**src/rtl/md_pkg.sv**
```systemverilog
// Shared definitions for the iterative multiply/divide unit: op encodings,
// controller state type and the iteration count.
package md_pkg;

  localparam int MD_WIDTH = 32;
  localparam int MD_ITER  = 32;

  typedef enum logic [1:0] {
    MD_MULT  = 2'b00,
    MD_MULTU = 2'b01,
    MD_DIV   = 2'b10,
    MD_DIVU  = 2'b11
  } md_op_e;

  typedef enum logic [1:0] {
    IDLE = 2'b00,
    CALC = 2'b01,
    FIX  = 2'b10
  } md_state_e;

endpackage

```
**src/rtl/mult_div_unit_if.sv**
```systemverilog
// Execute-stage request/response bundle between the pipeline controller
// (master) and the multiply/divide unit (slave).
interface mult_div_unit_if
  import md_pkg::*;
#(
  parameter int WIDTH = MD_WIDTH
);

  logic             start;
  md_op_e           op;
  logic [WIDTH-1:0] srca;
  logic [WIDTH-1:0] srcb;
  logic [1:0]       hilo_we;
  logic [WIDTH-1:0] wdata;
  logic             hilo_sel;
  logic             run;
  logic [WIDTH-1:0] hilo_out;

  modport master (
    output start, op, srca, srcb, hilo_we, wdata, hilo_sel,
    input  run, hilo_out
  );

  modport slave (
    input  start, op, srca, srcb, hilo_we, wdata, hilo_sel,
    output run, hilo_out
  );

endinterface

```
**src/rtl/md_sign_fix.sv**
```systemverilog
// Final sign correction of the unsigned iteration result into architectural
// hi/lo values, including the divide-by-zero result.
module md_sign_fix
  import md_pkg::*;
#(
  parameter int WIDTH = MD_WIDTH
) (
  input  logic [WIDTH-1:0] raw_hi,
  input  logic [WIDTH-1:0] raw_lo,
  input  md_op_e           op,
  input  logic             res_neg,
  input  logic             rem_neg,
  input  logic             div_zero,
  output logic [WIDTH-1:0] hi,
  output logic [WIDTH-1:0] lo
);

  logic [2*WIDTH-1:0] neg_prod;
  logic [WIDTH-1:0]   neg_quo;
  logic [WIDTH-1:0]   neg_rem;

  assign neg_prod = -{raw_hi, raw_lo};
  assign neg_quo  = -raw_lo;
  assign neg_rem  = -raw_hi;

  // NOTE: every output gets a default before the case so no path leaves it
  // unassigned, which would otherwise infer a latch.
  always_comb begin
    hi = raw_hi;
    lo = raw_lo;
    case (op)
      MD_MULT: begin
        if (res_neg) {hi, lo} = neg_prod;
      end
      MD_MULTU: ;
      MD_DIV: begin
        // With a zero divisor the raw remainder is |dividend|, so the normal
        // remainder sign fix restores the original dividend.
        lo = div_zero ? '1 : (res_neg ? neg_quo : raw_lo);
        hi = rem_neg ? neg_rem : raw_hi;
      end
      MD_DIVU: begin
        lo = div_zero ? '1 : raw_lo;
      end
      default: ;
    endcase
  end

endmodule

```
**src/rtl/mult_div_unit.sv**
```systemverilog
// Iterative multiply/divide unit owning HI/LO: 32 radix-2 steps (shift-add or
// restoring division) followed by one sign-fix cycle.
module mult_div_unit
  import md_pkg::*;
#(
  parameter int WIDTH = MD_WIDTH,
  parameter int ITER  = MD_ITER
) (
  input  logic            clk,
  input  logic            reset,
  mult_div_unit_if.slave  bus
);

  localparam int CW = $clog2(ITER);

  md_state_e        state;
  logic             run_q;
  logic [CW-1:0]    cnt;
  md_op_e           op_q;
  logic             res_neg;
  logic             rem_neg;
  logic             div_zero;
  logic [WIDTH-1:0] opnd;     // multiplicand or divisor magnitude
  logic [WIDTH-1:0] acc_hi;   // product high half / partial remainder
  logic [WIDTH-1:0] acc_lo;   // multiplier bits / quotient bits
  logic [WIDTH-1:0] hi;
  logic [WIDTH-1:0] lo;

  logic             is_signed;
  logic             is_mul;
  logic [WIDTH-1:0] a_abs;
  logic [WIDTH-1:0] b_abs;
  logic [WIDTH:0]   mul_sum;
  logic [WIDTH:0]   div_shift;
  logic [WIDTH:0]   div_trial;
  logic [WIDTH-1:0] nxt_hi;
  logic [WIDTH-1:0] nxt_lo;
  logic [WIDTH-1:0] fix_hi;
  logic [WIDTH-1:0] fix_lo;

  assign is_signed = ~bus.op[0];
  assign is_mul    = ~bus.op[1];
  assign a_abs     = (is_signed && bus.srca[WIDTH-1]) ? -bus.srca : bus.srca;
  assign b_abs     = (is_signed && bus.srcb[WIDTH-1]) ? -bus.srcb : bus.srcb;

  // A shifted partial remainder is always below twice the divisor, so the
  // trial difference's top bit is exactly the "did not fit" indication.
  always_comb begin
    mul_sum   = {1'b0, acc_hi} + (acc_lo[0] ? {1'b0, opnd} : '0);
    div_shift = {acc_hi, acc_lo[WIDTH-1]};
    div_trial = div_shift - {1'b0, opnd};
    if (!op_q[1]) begin
      nxt_hi = mul_sum[WIDTH:1];
      nxt_lo = {mul_sum[0], acc_lo[WIDTH-1:1]};
    end else if (!div_trial[WIDTH]) begin
      nxt_hi = div_trial[WIDTH-1:0];
      nxt_lo = {acc_lo[WIDTH-2:0], 1'b1};
    end else begin
      nxt_hi = div_shift[WIDTH-1:0];
      nxt_lo = {acc_lo[WIDTH-2:0], 1'b0};
    end
  end

  md_sign_fix #(.WIDTH(WIDTH)) u_sign_fix (
    .raw_hi   (acc_hi),
    .raw_lo   (acc_lo),
    .op       (op_q),
    .res_neg  (res_neg),
    .rem_neg  (rem_neg),
    .div_zero (div_zero),
    .hi       (fix_hi),
    .lo       (fix_lo)
  );

  // NOTE: sequential state uses non-blocking assignments so every register
  // samples pre-edge values regardless of statement order. The datapath
  // registers are reset too, keeping a mid-operation reset fully clean.
  always_ff @(posedge clk) begin
    if (reset) begin
      state    <= IDLE;
      run_q    <= 1'b0;
      cnt      <= '0;
      op_q     <= MD_MULT;
      res_neg  <= 1'b0;
      rem_neg  <= 1'b0;
      div_zero <= 1'b0;
      opnd     <= '0;
      acc_hi   <= '0;
      acc_lo   <= '0;
      hi       <= '0;
      lo       <= '0;
    end else begin
      case (state)
        IDLE: begin
          if (bus.start) begin
            state    <= CALC;
            run_q    <= 1'b1;
            cnt      <= '0;
            op_q     <= bus.op;
            res_neg  <= is_signed && (bus.srca[WIDTH-1] ^ bus.srcb[WIDTH-1]);
            rem_neg  <= is_signed && bus.srca[WIDTH-1];
            div_zero <= (bus.srcb == '0);
            opnd     <= is_mul ? a_abs : b_abs;
            acc_hi   <= '0;
            acc_lo   <= is_mul ? b_abs : a_abs;
          end else begin
            if (bus.hilo_we[1]) hi <= bus.wdata;
            if (bus.hilo_we[0]) lo <= bus.wdata;
          end
        end
        CALC: begin
          acc_hi <= nxt_hi;
          acc_lo <= nxt_lo;
          cnt    <= cnt + CW'(1);
          if (cnt == CW'(ITER - 1)) state <= FIX;
        end
        FIX: begin
          hi    <= fix_hi;
          lo    <= fix_lo;
          run_q <= 1'b0;
          state <= IDLE;
        end
        default: begin
          state <= IDLE;
          run_q <= 1'b0;
        end
      endcase
    end
  end

  assign bus.run      = run_q;
  assign bus.hilo_out = bus.hilo_sel ? hi : lo;

endmodule

```
**src/flat_wrapper.sv**
```systemverilog
// flat-port wrapper written by rule: the top's interface ports become plain ports
module mult_div_unit_flat import md_pkg::*;
#(
  parameter int WIDTH = MD_WIDTH,
  parameter int ITER  = MD_ITER
)
  (clk, reset, bus_start, bus_op, bus_srca, bus_srcb, bus_hilo_we, bus_wdata, bus_hilo_sel, bus_run, bus_hilo_out);
  mult_div_unit_if #(.WIDTH(WIDTH)) bus_i ();
  input  logic clk;
  input  logic reset;
  input wire logic [$bits(bus_i.start)-1:0] bus_start;
  input wire logic [$bits(bus_i.op)-1:0] bus_op;
  input wire logic [$bits(bus_i.srca)-1:0] bus_srca;
  input wire logic [$bits(bus_i.srcb)-1:0] bus_srcb;
  input wire logic [$bits(bus_i.hilo_we)-1:0] bus_hilo_we;
  input wire logic [$bits(bus_i.wdata)-1:0] bus_wdata;
  input wire logic [$bits(bus_i.hilo_sel)-1:0] bus_hilo_sel;
  output wire logic [$bits(bus_i.run)-1:0] bus_run;
  output wire logic [$bits(bus_i.hilo_out)-1:0] bus_hilo_out;
  assign bus_i.start = bus_start;
  assign bus_i.op = bus_op;
  assign bus_i.srca = bus_srca;
  assign bus_i.srcb = bus_srcb;
  assign bus_i.hilo_we = bus_hilo_we;
  assign bus_i.wdata = bus_wdata;
  assign bus_i.hilo_sel = bus_hilo_sel;
  assign bus_run = bus_i.run;
  assign bus_hilo_out = bus_i.hilo_out;
  mult_div_unit #(.WIDTH(WIDTH), .ITER(ITER)) u_core (.clk(clk), .reset(reset), .bus(bus_i));
endmodule
```
**config.mk**
```make
export PLATFORM = sky130hd
export DESIGN_NAME = mult_div_unit_flat
export DESIGN_NICKNAME = d
export VERILOG_FILES = /design/src/rtl/md_pkg.sv /design/src/rtl/mult_div_unit_if.sv /design/src/rtl/md_sign_fix.sv /design/src/rtl/mult_div_unit.sv /design/src/flat_wrapper.sv
export SDC_FILE = /design/constraint.sdc
export NUM_CORES = 1
export LEC_CHECK = 0
export ABC_AREA = 1
export CORE_ASPECT_RATIO = 0.7
export CORE_MARGIN = 5
export CORE_UTILIZATION = 35
export DETAILED_ROUTE_END_ITERATION = 12
export DONT_BUFFER_PORTS = 1
export MAX_ROUTING_LAYER = met4
export PLACE_DENSITY = 0.48
export SLEW_MARGIN = 20
export SYNTH_ARGS = -nofsm -noshare
export SYNTH_HDL_FRONTEND = slang
export SYNTH_SLANG_ARGS = --single-unit
```
**constraint.sdc**
```tcl
create_clock -name clk -period 5.55 [get_ports clk]
set_input_delay 1.11 -clock clk [delete_from_list [all_inputs] [get_ports clk]]
set_output_delay 1.11 -clock clk [all_outputs]
set_load 0.03 [all_outputs]
```
=== Word-level counts from Yosys, hierarchy flattened ===
Cells that the tools add are included.

* Register bits after elaboration: 173
* Input port bits: 104
* Output and inout bits: 33

* Add/sub/neg operators: 8
* Equality and inequality tests: 10
* Mux-type cells: 35
* Bitwise gates (word level): 3
* Reductions and logical operators: 14

{| class="wikitable"
|+ Operators with widths
! cell !! count
|-
| two-way mux 32 bit || 21
|-
| one-hot mux 32 bit (2 select lines) || 5
|-
| negation 32 bit || 4
|-
| one-hot mux 32 bit (3 select lines) || 1
|-
| negation 64 bit || 1
|-
| adder 32 x 33 -> 33 bit || 1
|-
| subtractor 33 x 32 -> 33 bit || 1
|-
| logical NOT 32 bit || 1
|-
| one-hot mux 5 bit (2 select lines) || 1
|-
| != test 2 bit, second input constant || 4
|-
| AND reduction 2 bit || 4
|-
| equality test 2 bit, second input constant || 3
|-
| AND reduction 3 bit || 2
|-
| adder 5 x 1 -> 5 bit, second input constant || 1
|-
| equality test 5 bit, second input constant || 1
|-
| two-way mux 5 bit || 1
|-
| logical NOT 2 bit || 2
|-
| two-way mux 2 bit || 2
|-
| one-hot mux 2 bit (2 select lines) || 1
|-
| nonzero test 2 bit || 2
|-
| logical AND 1 bit || 3
|-
| equality test 2 x 1 -> 1 bit, second input constant || 1
|-
| two-way mux 1 bit || 2
|-
| != test 2 x 1 -> 1 bit, second input constant || 1
|-
| 3 further kinds || 4
|}

=== Depth between registers and ports, before layout ===
* Depth after elaboration: 6
* Gate-level depth with buffers: 21
* Gate-level depth less buffers: 19

=== Cells and area by module ===
A second synthesis with hierarchy kept.

* Cell total of the unflattened synthesis: 3445
* Area, all modules: 19252.2 µm²

{| class="wikitable"
|+ Modules (own cells, without submodules)
! module !! times used !! cells each !! area each (µm²) !! seq. area each (µm²)
|-
| mult_div_unit || 1 || 2614 || 15323.4 || 3463.3
|-
| md_sign_fix || 1 || 831 || 3928.8 || 0.0
|}

=== Worst setup path before layout ===
No wires, ideal clock.

* Path type: in2out
* Start: in bus_hilo_sel
* End: out bus_hilo_out[10]
* Arrival: 2.081 ns
* Data required time: 4.440 ns
* Setup slack: 2.359 ns
* Stages on the path: 3
* Path through: clkbuf_1 > buf_1 > mux2_2

* Longest elaborated chain between the ends: 1

{| class="wikitable"
|+ Ends and longest elaborated chain
! item !! line !! source
|-
| start: declaration || flat_wrapper.sv:17 || <nowiki>input wire logic [$bits(bus_i.hilo_sel)-1:0] bus_hilo_sel;</nowiki>
|-
| two-way mux 32 bit || mult_div_unit.sv:132 || <nowiki>assign bus.hilo_out = bus.hilo_sel ? hi : lo;</nowiki>
|-
| end: declaration || flat_wrapper.sv:19 || <nowiki>output wire logic [$bits(bus_i.hilo_out)-1:0] bus_hilo_out;</nowiki>
|}

Every way passes these cells.

=== Worst setup path after layout ===
* Start: reg u_core.op_q[0]
* End: reg u_core.lo[17]

* Longest elaborated chain between the ends: 3
* Elaborated cells between the ends (all ways): 5
* Classes of those cells: eq/ne: 2; mux: 2; reduce/logical: 1

{| class="wikitable"
|+ Ends and longest elaborated chain
! item !! line !! source
|-
| start: declaration || mult_div_unit.sv:19 || <nowiki>md_op_e op_q;</nowiki>
|-
| start signal: assignment || mult_div_unit.sv:99 || <nowiki>op_q <= bus.op;</nowiki>
|-
| equality test 2 bit or logical NOT 2 bit (tied branches) || md_sign_fix.sv:31 || <nowiki>case (op)</nowiki>
|-
| one-hot mux 32 bit (3 select lines) (*) || md_sign_fix.sv:31 ||
|-
| one-hot mux 32 bit (2 select lines) (*) || mult_div_unit.sv:93 || <nowiki>case (state)</nowiki>
|-
| end signal: assignment || mult_div_unit.sv:108 || <nowiki>if (bus.hilo_we[0]) lo <= bus.wdata;</nowiki>
|-
| end signal: assignment || mult_div_unit.sv:119 || <nowiki>lo <= fix_lo;</nowiki>
|-
| end: declaration || mult_div_unit.sv:27 || <nowiki>logic [WIDTH-1:0] lo;</nowiki>
|}

Mark *: on every way between the ends. The rest lies on a longest branch, timed or not.
A chain may end at the register's enable or synchronous reset.

==> run metrics <==
run status finished clean; H-tree depth 4; Netlist Area Pre-Place 0.01859 sq mm; initial core utilization 0.3550; Via density 5.633; Post-Synth Simple-Gate Area 0.3945; layout cells sized above 1 0.04746; Die ar. 0.05791 sq mm; Gate Count Post-Synth 3356; Cell variety after synth 60; predominant post-synthesis flop cell dfxtp_1; Mapped Nets 3532; chip height 202.8 microns; layout net count 3450; Critical Path Start Type flip-flop; # Post-CTS Setup Buffers 0; most common cell after layout, fill and taps aside nand2_1; Clock Skews 0.01546 ns; antenna violations before repair 3; gr busiest metal met1; clk_lat worst skew 0.48 ns; GRT met3 Usage 0.07407; root buffer cell clkbuf_16; Port Buffers 0; Num CTS Buffers 17; CP max FO 27; final-report max-slew violation count 0; CTS tree done; DRC Markers 0; Boundary Pins 137; Worst Hold Class flip-flop to flip-flop; most frequent cells in the layout 1001 x nand2_1, 510 x inv_1, 322 x nor2_1, 297 x nand3_1, 244 x a21oi_1; P per Cell Area 241.8 mW/mm^2; vias in the first global route 20040; routed len/inst 23.84 microns; total power 4.777 mW; Worst-Margin Slew 1.109 ns; post-route ant nets 0; First DRT Iteration DRCs 2427; max-cap viol count 0; met2 global-route usage 0.4207; Static Leakage 10.05 nW; global-route wire length before repair 137400 microns; global-route met1 utilization 0.5100; via count 22380; clk buf depth 2; P&R area growth vs syn 6.258%; register area 0.003465 sq mm; post-synthesis compound-gate area fraction 0.1867; Crit Path Category flip-flop to flip-flop; Seq/Total Area, Yosys 0.1863; Final Hold Viols 0; num rows 70; Die Wd 285.5 microns; Synth Area per Inst 5.541 sq um; GP Congestion 1.040; setup TNS 0 ns; final WL 94700 microns; Rel. slew slack 0.2527; area occupied by multi-input gates 0.01269 sq mm; largest family of logic cells by synthesized area simple AND/OR/NAND/NOR gates; clk sinks 173; f_max 284.8 MHz; fin crit share 0.6327; largest net degree at the start of global routing 68; fraction of synthesized area in multiplexers 0.01938; Pre-antenna DRT Iters 6; Clk pin slew, worst setup/hold paths 0.08 ns; RSZ-0062 raised after global routing no; VDD IR max 0.0002076 V; Post-Synth Adder-Cell Area 0.04926; XOR/XNOR Fraction of Synth Area 0.03062; crit path time final 3.511 ns; EDFF count, synth 0; global-route usage over all layers 0.3252; synth warn 0; Fill cells 5940; synthesized flop and latch total 173; CTS Hold Bufs 0; Overflow after GRT 0; final setup vio count 0; Setup crit end kind flip-flop; total core area 0.05238 sq mm; detailed-placement wirelength estimate 77010 microns; CTS resizes 0; Data required, critical path 5.87 ns; Worst EP arrival 3.83 ns; Async S/R FF share, synth 0
==> worst paths after layout <==
check / from / slack, ns / depth (start not counted) / end
worst max-delay path: u_core.op_q[0] / 2.04 / 6 / u_core.lo[17]
worst min-delay path: u_core.cnt[4] / 0.47 / 2 / u_core.cnt[4]
worst max register to register: u_core.op_q[0] / 2.04 / 6 / u_core.lo[17]
worst min register to register: u_core.cnt[4] / 0.47 / 2 / u_core.cnt[4]
==> power by group <==
group | leakage [nW] | internal [mW] | total, mW | switching (mW)
clock network | 0.284 | 0.639 | 1.29 | 0.648
logic | 8.35 | 0.565 | 2.02 | 1.45
registers | 1.42 | 1.33 | 1.47 | 0.145
total | 10.1 | 2.53 | 4.78 | 2.24
==> critical path, stage by stage, from the launching register on <==
cell and delay (ns):
dfxtp_1 0.34, buf_4 0.28, inv_1 0.09, nor2_1 0.37
clkinv_1 0.89, o21ai_0 1.22, a21oi_1 0.13
==> cell usage after synthesis (3+ instances only) <==
| library cell | number | area share |
|---|---|---|
| nand2_1 | 1001 | 0.20 |
| inv_1 | 512 | 0.10 |
| nor2_1 | 327 | 0.066 |
| nand3_1 | 297 | 0.080 |
| a21oi_1 | 245 | 0.066 |
| o21ai_0 | 201 | 0.054 |
| dfxtp_1 | 173 | 0.19 |
| clkbuf_1 | 91 | 0.018 |
| ha_1 | 70 | 0.047 |
| o211ai_1 | 60 | 0.024 |
| xor2_1 | 50 | 0.024 |
| nor3_1 | 39 | 0.010 |
| nand4_1 | 37 | 0.012 |
| mux2_2 | 32 | 0.019 |
| buf_1 | 24 | 0.0048 |
| a31oi_1 | 15 | 0.0050 |
| xnor2_1 | 15 | 0.0071 |
| o221ai_1 | 12 | 0.0057 |
| a21oi_2 | 11 | 0.0052 |
| buf_2 | 10 | 0.0027 |
| nand2_2 | 10 | 0.0034 |
| o31ai_1 | 9 | 0.0036 |
| nand3b_1 | 8 | 0.0032 |
| o2111ai_1 | 8 | 0.0038 |
| o21bai_1 | 8 | 0.0032 |
| a21boi_0 | 7 | 0.0028 |
| inv_2 | 7 | 0.0014 |
| or2_2 | 7 | 0.0024 |
| a22oi_1 | 6 | 0.0024 |
| and2_1 | 5 | 0.0017 |
| nand2_4 | 5 | 0.0030 |
| nor4_1 | 5 | 0.0017 |
| o21ai_1 | 5 | 0.0013 |
| o32ai_1 | 5 | 0.0024 |
| a21o_1 | 4 | 0.0016 |
| nand3_2 | 3 | 0.0016 |
| o21a_1 | 3 | 0.0012 |
==> state kept, by name, indices dropped and copies added, names as in the netlist <==
signal,count
u_core.acc_hi,32
u_core.acc_lo,32
u_core.hi,32
u_core.lo,32
u_core.opnd,32
u_core.cnt,5
u_core.op_q,2
u_core.state,2
u_core.bus.run,1
u_core.div_zero,1
u_core.rem_neg,1
u_core.res_neg,1
==> cells by family after synthesis <==
group                    after synthesis
AND/OR/NAND/NOR                     1757
XOR/XNOR                              65
multiplexers                          32
AO/OA/AOI/OAI                        607
buffers and inverters                650
flip-flops                           173
adder cells (fa/ha/maj)               72
==> metrics by stage <==
stage                     std cells  cell area [sq um]  hold slack (ns)  utilization  worst slack [ns]
after global routing           3973              19760           0.4979       0.3772             1.902
after detailed placement       3939              19170           0.4583       0.3661             1.753
after floorplan                3356              18590           0.4453            -             2.359
after CTS                      3971              19750           0.4696       0.3771             2.209
after global placement         3939              19170           0.4503       0.3661             1.811
final                          3973              19760           0.4723       0.3772             2.039
==> per-layer routing <==
| layer | vias to the layer above | wire length [microns] |
|---|---|---|
| met5 | - | 0 |
| met4 | 0 | 1265 |
| met3 | 57 | 9995 |
| met2 | 1015 | 35730 |
| met1 | 10650 | 47710 |
| li1 | 10660 | - |
==> cell type report <==
cell class	count	share of cell area
repair buffers	28	0.01064
clock inverters	14	0.007536
inverters	521	0.09898
well taps	684	0.04332
flip-flops and latches	173	0.1754
clock buffers	18	0.02172
multi-input cells	2533	0.6422
diodes	2	0.0002533
No activity file was read; power rests on OpenSTA's default activity.
